### src/rtl/voice_synth.sv
// voice_synth: 8-voice time-multiplexed oscillator bank and mixer.
//
// A sample_tick in IDLE starts one sample. The design then spends one RUN
// cycle per voice (0..7) and one DONE cycle, so the result appears 10 cycles
// after the tick. Each voice is a 32-bit phase accumulator that produces a
// sawtooth. The waveform is scaled by a gain taken from the envelope volume,
// and the eight products are summed in a 19-bit signed accumulator. The
// output sample is that sum divided by 8.
//
// Ports:
//   clk            system clock
//   reset          asynchronous, active-high reset
//   sample_tick    one-cycle strobe requesting a new sample
//   frequencies    8 x 16-bit per-voice frequency, Q11.5, unsigned
//   voice_volumes  8 x 32-bit per-voice volume, signed, full scale 2^20
//   wave_sel       8 x 1-bit square/saw select (SQUARE_WAVE_EN builds only)
//   sample_out     signed mixed sample, held between valid pulses
//   sample_valid   one-cycle pulse when sample_out updates
//   overrun        sticky; set when a tick arrives outside IDLE
//
// Build option: define SQUARE_WAVE_EN to add wave_sel. When a voice's bit is
// set, that voice plays a square wave instead of a sawtooth.

// Per-voice phase accumulator. It advances only on its own RUN slot.
module voice_synth_lane #(
    parameter int unsigned PHASE_K = 2796
) (
    input  logic        clk,
    input  logic        reset,
    input  logic        step,
    input  logic        silent,
    input  logic [15:0] freq,
    output logic [15:0] phase_hi
);
    logic [31:0] phase;

    assign phase_hi = phase[31:16];

    always_ff @(posedge clk or posedge reset) begin
        if (reset)
            phase <= '0;
        else if (step)
            // A silent voice restarts from phase 0, so it re-enters at -full scale.
            phase <= silent ? 32'd0 : phase + 32'(freq) * PHASE_K;
    end
endmodule

module voice_synth #(
    parameter int unsigned PHASE_K   = 2796,
    parameter int unsigned VOL_SHIFT = 4
) (
    input  logic                clk,
    input  logic                reset,
    input  logic                sample_tick,
    input  logic [7:0][15:0]    frequencies,
    input  logic [7:0][31:0]    voice_volumes,
`ifdef SQUARE_WAVE_EN
    input  logic [7:0]          wave_sel,
`endif
    output logic signed [15:0]  sample_out,
    output logic                sample_valid,
    output logic                overrun
);
    localparam int NUM_VOICES = 8;

    typedef enum logic [1:0] {IDLE, RUN, DONE} state_t;

    state_t             state_q, state_d;
    logic [2:0]         idx;
    logic signed [18:0] acc;

    logic [NUM_VOICES-1:0][15:0] phase_hi;
    logic [15:0]                 freq_v;
    logic [31:0]                 vol_v;
    logic [31:0]                 vol_shr;
    logic [15:0]                 gain;
    logic                        silent;
    logic signed [15:0]          wave;
    logic signed [16:0]          gain_s;
    logic signed [32:0]          prod;
    logic signed [16:0]          contrib;

    // Inputs are read live in the current voice slot. No snapshot is taken.
    assign freq_v  = frequencies[idx];
    assign vol_v   = voice_volumes[idx];
    assign vol_shr = vol_v >> VOL_SHIFT;

    always_comb begin
        gain = vol_shr[15:0];
        if (vol_v[31])
            gain = 16'd0;
        else if (vol_v >= 32'h0010_0000 || vol_shr > 32'd65535)
            gain = 16'hFFFF;
    end

    assign silent = (freq_v == 16'd0) || (gain == 16'd0);

    // Inverting the phase MSB maps phase 0 to -32768. This gives a
    // rising two's-complement ramp.
    always_comb begin
        wave = {~phase_hi[idx][15], phase_hi[idx][14:0]};
`ifdef SQUARE_WAVE_EN
        if (wave_sel[idx])
            wave = phase_hi[idx][15] ? 16'sh7FFF : 16'sh8000;
`endif
    end

    // Gain is unsigned. Zero-extending it to 17 bits keeps the product signed.
    // The arithmetic shift floors toward minus infinity.
    assign gain_s  = {1'b0, gain};
    assign prod    = wave * gain_s;
    assign contrib = silent ? 17'sd0 : 17'(prod >>> 16);

    for (genvar i = 0; i < NUM_VOICES; i++) begin : g_lane
        voice_synth_lane #(.PHASE_K(PHASE_K)) u_lane (
            .clk      (clk),
            .reset    (reset),
            .step     (state_q == RUN && idx == 3'(i)),
            .silent   (silent),
            .freq     (frequencies[i]),
            .phase_hi (phase_hi[i])
        );
    end

    always_comb begin
        state_d = state_q;
        case (state_q)
            IDLE:    if (sample_tick) state_d = RUN;
            RUN:     if (idx == 3'd7) state_d = DONE;
            DONE:    state_d = IDLE;
            default: state_d = IDLE;
        endcase
    end

    always_ff @(posedge clk or posedge reset) begin
        if (reset)
            state_q <= IDLE;
        else
            state_q <= state_d;
    end

    always_ff @(posedge clk or posedge reset) begin
        if (reset) begin
            acc          <= '0;
            idx          <= '0;
            sample_out   <= '0;
            sample_valid <= 1'b0;
            overrun      <= 1'b0;
        end else begin
            sample_valid <= 1'b0;
            // A tick in DONE is also dropped, because the FSM only
            // returns to IDLE after this cycle.
            if (sample_tick && state_q != IDLE)
                overrun <= 1'b1;
            case (state_q)
                IDLE: if (sample_tick) begin
                    acc <= '0;
                    idx <= '0;
                end
                RUN: begin
                    acc <= acc + {{2{contrib[16]}}, contrib};
                    idx <= idx + 3'd1;
                end
                DONE: begin
                    // The worst-case sum of eight terms is 8 * -32768, which
                    // fits in 19 bits, so the divide by 8 cannot overflow.
                    sample_out   <= 16'(acc >>> 3);
                    sample_valid <= 1'b1;
                end
                default: ;
            endcase
        end
    end
endmodule

### config.mk
export PLATFORM = sky130hd
export DESIGN_NAME = voice_synth
export DESIGN_NICKNAME = d
export VERILOG_FILES = /design/src/rtl/voice_synth.sv
export SDC_FILE = /design/constraint.sdc
export NUM_CORES = 2
export LEC_CHECK = 0
export CAP_MARGIN = 20
export CORE_ASPECT_RATIO = 1.1
export CORE_MARGIN = 2
export CORE_UTILIZATION = 63
export DETAILED_ROUTE_END_ITERATION = 7
export PLACE_DENSITY = 0.9
export SYNTH_ARGS = -nofsm -noshare
export SYNTH_HDL_FRONTEND = slang
export SYNTH_SLANG_ARGS = --single-unit
### constraint.sdc
create_clock -name clk -period 13.7 [get_ports clk]
set_clock_uncertainty 0.15 [all_clocks]
set_input_delay 1.37 -clock clk [delete_from_list [all_inputs] [get_ports clk]]
set_output_delay 1.37 -clock clk [all_outputs]
set_load 0.01 [all_outputs]
# ---- Yosys cells after proc, flatten, opt, wreduce, memory -nomap -nowiden
# Index checks and enable logic that the tools add are counted.
dict set report word_totals {
  word_cells 92
  reg_bits 298
  in_bits 387
  output_inout_bits 18
}
dict set report classes {
  mux 25
  order_cmp 3
  mul 9
  n_reduce_logical 19
  bitwise_logic 1
  eq_ne 11
  n_addsub 10
}
# cell count
set op_table {}
lappend op_table {{32-bit 2-to-1 mux} 9}
lappend op_table {{32-bit by 28-bit adder with 32-bit output} 8}
lappend op_table {{16-bit by 10-bit multiplier with 26-bit output, second input constant} 8}
lappend op_table {{16-bit binary-select mux with 3-bit select} 2}
lappend op_table {{32-bit binary-select mux with 3-bit select} 1}
lappend op_table {{16-bit 2-to-1 mux} 4}
lappend op_table {{19-bit case mux with 2 select lines} 1}
lappend op_table {{16-bit by 17-bit multiplier with 33-bit output} 1}
lappend op_table {{32-bit by 21-bit >= comparator with 1-bit output, second input constant} 1}
lappend op_table {{16-bit logical NOT} 2}
lappend op_table {{28-bit by 16-bit > comparator with 1-bit output, second input constant} 1}
lappend op_table {{19-bit adder} 1}
lappend op_table {{19-bit 2-to-1 mux} 1}
lappend op_table {{17-bit 2-to-1 mux} 1}
lappend op_table {{3-bit equality test, second input constant} 4}
lappend op_table {{1-bit logical AND} 9}
lappend op_table {{3-bit by 2-bit equality test with 1-bit output, second input constant} 2}
lappend op_table {{3-bit case mux with 2 select lines} 1}
lappend op_table {{3-bit by 4-bit < comparator with 1-bit output, second input constant} 1}
lappend op_table {{2-bit 2-to-1 mux} 2}
lappend op_table {{2-bit case mux with 2 select lines} 1}
lappend op_table {{2-bit AND reduction} 2}
lappend op_table {{2-bit nonzero test} 2}
lappend op_table {{3-bit by 1-bit adder with 3-bit output, second input constant} 1}
lappend op_table {{other kinds (11)} 12}

# ---- Logic depth before layout (Yosys ltp)
dict set report logic_depth {
  word_depth 11
  ltp_mapped 47
  mapped_depth_nobuf 41
}

# ---- Cells and area by module
# A second synthesis with hierarchy kept.
dict set report hier_totals {
  cells_unflattened 7345
  hier_area_um2 64684.5
}
# module cells_each instances area_each_um2 seq_area_each_um2
set modules_own_cells {}
lappend modules_own_cells {{voice_synth_lane at g_lane[3].u_lane ...} 743 5 6452.4 750.7}
lappend modules_own_cells {voice_synth 1520 1 13691.9 1051.0}
lappend modules_own_cells {{voice_synth_lane at g_lane[2].u_lane} 723 1 6382.4 750.7}
lappend modules_own_cells {{voice_synth_lane at g_lane[0].u_lane} 728 1 6336.1 750.7}
lappend modules_own_cells {{voice_synth_lane at g_lane[1].u_lane} 659 1 6012.0 750.7}

# ---- Least setup slack after synthesis
# Ideal clock, no wire load.
dict set report synth_path {
  path_type {in2reg}
  startpoint {input port voice_volumes[127] (netlist name)}
  endpoint {register acc[18]}
  required_time_ns 13.426
  stages 42
  path_buffers 3
  arrival_ns 10.945
  path_slack_ns 2.481
  setup_ns 0.124
  path_cell_list {mux4_2 or2_1 a221oi_1 a32o_1 buf_2 buf_1 nand2_1 nand2_1 clkbuf_1 nor2_1 fa_1 inv_1 fa_1 fa_1 inv_1 fa_1 fa_1 inv_1 [... 6 more ...] a211o_1 o211ai_1 a221o_1 or3_1 nand2_1 xor2_1 nor2_1 ha_1 or2_2 a21oi_1 a31o_2 o21ai_0 o211ai_1 nand3_1 o41ai_1 nor2_1 mux2_1 a211o_1}
}
dict set report synth_between {
  elab_chain_len 11
  elab_cells_between_ends 13
}
# element line
set synth_rtl {}
lappend synth_rtl {{start: declaration} 56} ;# input logic [7:0][31:0] voice_volumes,
lappend synth_rtl {{32-bit binary-select mux with 3-bit select (*)} 85} ;# assign vol_v = voice_volumes[idx];
lappend synth_rtl {{32-bit 2-to-1 mux (not written as such) (*)} 85}
lappend synth_rtl {{32-bit by 21-bit >= comparator with 1-bit output / 28-bit by 16-bit > comparator with 1-bit output (equally long branches)} 92} ;# else if (vol_v >= 32'h0010_0000 || vol_shr > 32'd65535)
lappend synth_rtl {{1-bit logical OR} 92}
lappend synth_rtl {{16-bit 2-to-1 mux} 92}
lappend synth_rtl {{16-bit 2-to-1 mux (*)} 90} ;# if (vol_v[31])
lappend synth_rtl {{parallel branches: the longest is 2 deep, another holds 16-bit by 17-bit multiplier with 33-bit output} -}
lappend synth_rtl {{17-bit 2-to-1 mux (*)} 112} ;# assign contrib = silent ? 17'sd0 : 17'(prod >>> 16);
lappend synth_rtl {{19-bit adder (*)} 161} ;# acc <= acc + {{2{contrib[16]}}, contrib};
lappend synth_rtl {{19-bit case mux with 2 select lines (*)} 155} ;# case (state_q)
lappend synth_rtl {{end signal: assignment} 161}
lappend synth_rtl {{end: declaration} 70} ;# logic signed [18:0] acc;
# Every way passes the cells marked *. The select of a mux whose other input is x is not followed.
# A chain may end at the register's enable or synchronous reset.

# ---- Worst setup path in the final report
dict set report layout_path {
  startpoint {input port voice_volumes[63] (netlist name)}
  endpoint {register acc[18]}
}
# The elaborated chain is that of the path after synthesis.

==> metrics.md <==
| Metric | Value |
|---|---|
| Fin nets | `8982` |
| Most area-consuming cells after synthesis | `fa_1 24%, ha_1 22%, dfrtp_1 12%` |
| Final Hold Fails | `0` |
| WS Path Type | `primary input to register` |
| WP data required | `13980 ps` |
| DR pass1 iterations | `6` |
| # IOs | `405` |
| Die X | `296 um` |
| DRC violations left | `0` |
| Register area | `7070 um^2` |
| Most numerous cell on the critical path | `fa_1` |
| Synth unique cells | `75` |
| Vias per std cell | `6.15` |
| GR Overflow Total | `0` |
| First-pass GRT wire length | `273 mm` |
| DRT iter0 DRCs | `3644` |
| HPWL Detailed | `138 mm` |
| Pin count of the biggest net entering global routing | `135` |
| Worst path max stage delay | `720 ps` |
| Cell Area, Synth | `59200 um^2` |
| # clock sinks | `282` |
| Avg WL per Cell | `20.7 um` |
| Min-delay src | `g_lane[2].u_lane.phase[5]` |
| Hold Crit Class | `register to register` |
| Hold depth | `2` |
| Top-area cell type share of the netlist area | `23.9%` |
| WHS Endpoint | `g_lane[2].u_lane.phase[5]` |
| Setup tns final | `0 ps` |
| Peak Freq | `0.0793 GHz` |
| Area of the multi-input gates | `47000 um^2` |
| Crit path capture type | `register` |
| FF-to-FF path depth | `39` |
| Placer Congestion | `0.973` |
| Number of global-route vias before repair | `53546` |
| Starting Density | `63.7%` |
| Min Tclk post-route | `12620 ps` |
| #FFs+latches synth | `282` |
| Crit share post-route | `92.1%` |
| Crit path max-delay cell type | `clkdlybuf4s50_1` |
| CTS root buf | `clkbuf_16` |
| # fillers | `6627` |
| Core ar. | `92800 um^2` |
| Pin slew with the least headroom to its limit | `1180 ps` |
| Worst Path Arrival | `12900 ps` |
| # setup viols final | `0` |
| Seq/Total Area, Yosys | `11.9%` |
| Initial antenna violation count | `12` |
| Area leader, netlist | `fa_1` |
| Cts hold-fix bufs | `0` |
| Area Overhead vs Synth | `10.8%` |
| Max FO, Critical Path | `12` |
| Place WS | `704 ps` |
| Final ANT Viol Nets | `0` |
| Clk Latency, worst-skew pair | `560 ps` |
| Row count | `117` |
| Status | `complete, no violations` |
| Final setup margin | `1080 ps` |
| Ys Warns | `0` |
| RSZ-0062 raised after global routing | `no` |
| Fraction of layout cells with a size suffix above 1 | `3.48%` |
| Setup bufs post-CTS | `0` |
| Reg-to-reg slack, setup | `1350 ps` |
| Htree depth | `2` |
| Max cap viols | `0` |
| FFs w/ async S/R, synth | `100%` |
| Slew margin rel. | `21.5%` |
| Ys flop type | `dfrtp_1` |
| TritonCTS clock tree | `built` |
| CTS resizes | `0` |
| Port Buffers | `372` |
| Syn Area/Cell | `9.04 um^2` |
| Post-Syn Nets | `8661` |
| Final slew viol count | `0` |
| Via count | `50127` |
| Post-synth EDFFs | `0` |
| Startpoint types | `primary input` |
| Mapped Cells | `6545` |
| Area after DPL | `64300 um^2` |
| Cell area after layout | `65500 um^2` |
| WL final | `169 mm` |
| Die Area | `96400 um^2` |
| CTS clk-pin slew, worst paths | `60 ps` |
| FF-to-FF End | `acc[18]` |
| Top delay family on crit path | `compound AO/OA/AOI/OAI gates` |
| Total Routing Usage GR | `35.6%` |
| Clk buf depth | `3` |
| Die height | `325 um` |
| Worst reg2reg startpoint | `idx[1]` |
| Total CTS buffers | `35` |
| WP buf/inv | `6` |
[kinds of logic (layout without fill, tap and decap cells)]
kind of cell,count (synthesis),after routing,synth area share [%]
AOI/OAI and AO/OA,1212,1212,13.8
muxes,111,111,3.29
other,0,7,0
buffers and inverters,1357,1701,8.66
adders and majority gates,1729,1729,45.5
xor gates and xnor gates,338,338,5.00
DFF,282,282,11.9
and+or+nand+nor,1516,1516,11.8
[layout by cell type (no fill, tap or decap), drive strengths merged, types with 119 or more instances in the layout]
| cell | count |
|---|---|
| dfrtp | 282 |
| nor3 | 119 |
| a21oi | 293 |
| nor2 | 403 |
| inv | 1227 |
| fa | 706 |
| xnor2 | 241 |
| clkdlybuf4s50 | 372 |
| o21ai | 224 |
| ha | 1023 |
| nand2 | 502 |
[how the worst max path moves through the flow]
stage | from | endpoint | slack, ps | cells after the start
6_report | voice_volumes[63] | acc[18] | 1080 | 41
5_1_grt | voice_volumes[95] | acc[18] | 490 | 41
4_1_cts | voice_volumes[95] | acc[18] | 1250 | 41
3_5_place_dp | voice_volumes[95] | acc[18] | 700 | 41
3_3_place_gp | voice_volumes[95] | acc[18] | 890 | 41
2_1_floorplan | voice_volumes[127] | acc[18] | 2480 | 42
[stage by stage]
step / instances / hold WS, ps / utilization, %
2_1_floorplan: 6545 / 292 / -
3_3_place_gp: 8073 / 311 / 69.2
3_5_place_dp: 8073 / 322 / 69.2
4_1_cts: 8133 / 337 / 70.5
5_1_grt: 8143 / 351 / 70.6
6_report: 8145 / 332 / 70.6
[area by class of cell]
type / instances / area share [%]
Tap cell: 1249 / 2.39
Clock buffer: 43 / 1.43
Multi-Input combinational cell: 4906 / 71.8
Clock inverter: 17 / 0.336
Inverter: 1228 / 7.05
Timing Repair Buffer: 413 / 6.24
Antenna cell: 7 / 0.0267
Sequential cell: 282 / 10.8
[Yosys cell counts, drive strengths merged (66+ instances only)]
library cell and count:
nor3 119, clkbuf 103, nand3 99, dfrtp 282, fa 706, xor2 97, nor2 403, a21oi 293
o31ai 115, o21ai 224, a21o 99, nand2 502, nor2b 70, inv 1226, o21a 66, xnor2 241
ha 1023
[state kept, by name (all words and copies together), names as in the netlist]
register,count
sample_valid,1
sample_out,16
overrun,1
acc,19
idx,3
state_q,2
g_lane.u_lane.phase,240
[worst register-to-register path, delay by kind of cell (launching register included)]
| kind | cells | cell delay, ps |
|---|---|---|
| buffers and inverters | 7 | 1130 |
| XOR/XNOR | 1 | 140 |
| flip-flops | 1 | 950 |
| AND/OR/NAND/NOR | 8 | 1420 |
| AO/OA/AOI/OAI | 14 | 4450 |
| adder cells (fa/ha/maj) | 8 | 3670 |
| multiplexers | 1 | 310 |
[per-layer routing]
| metal | vias to the layer above | routed length (um) | track usage, % |
|---|---|---|---|
| met5 | - | 88 | 0 |
| met4 | 12 | 12800 | 24.2 |
| met3 | 698 | 14400 | 8.10 |
| met2 | 2246 | 81700 | 59.9 |
| met1 | 24368 | 59800 | 40.0 |
| li1 | 22803 | - | - |
Power is not shown: default switching activity piles up to over one toggle a cycle in this logic, so the estimate is an artifact.
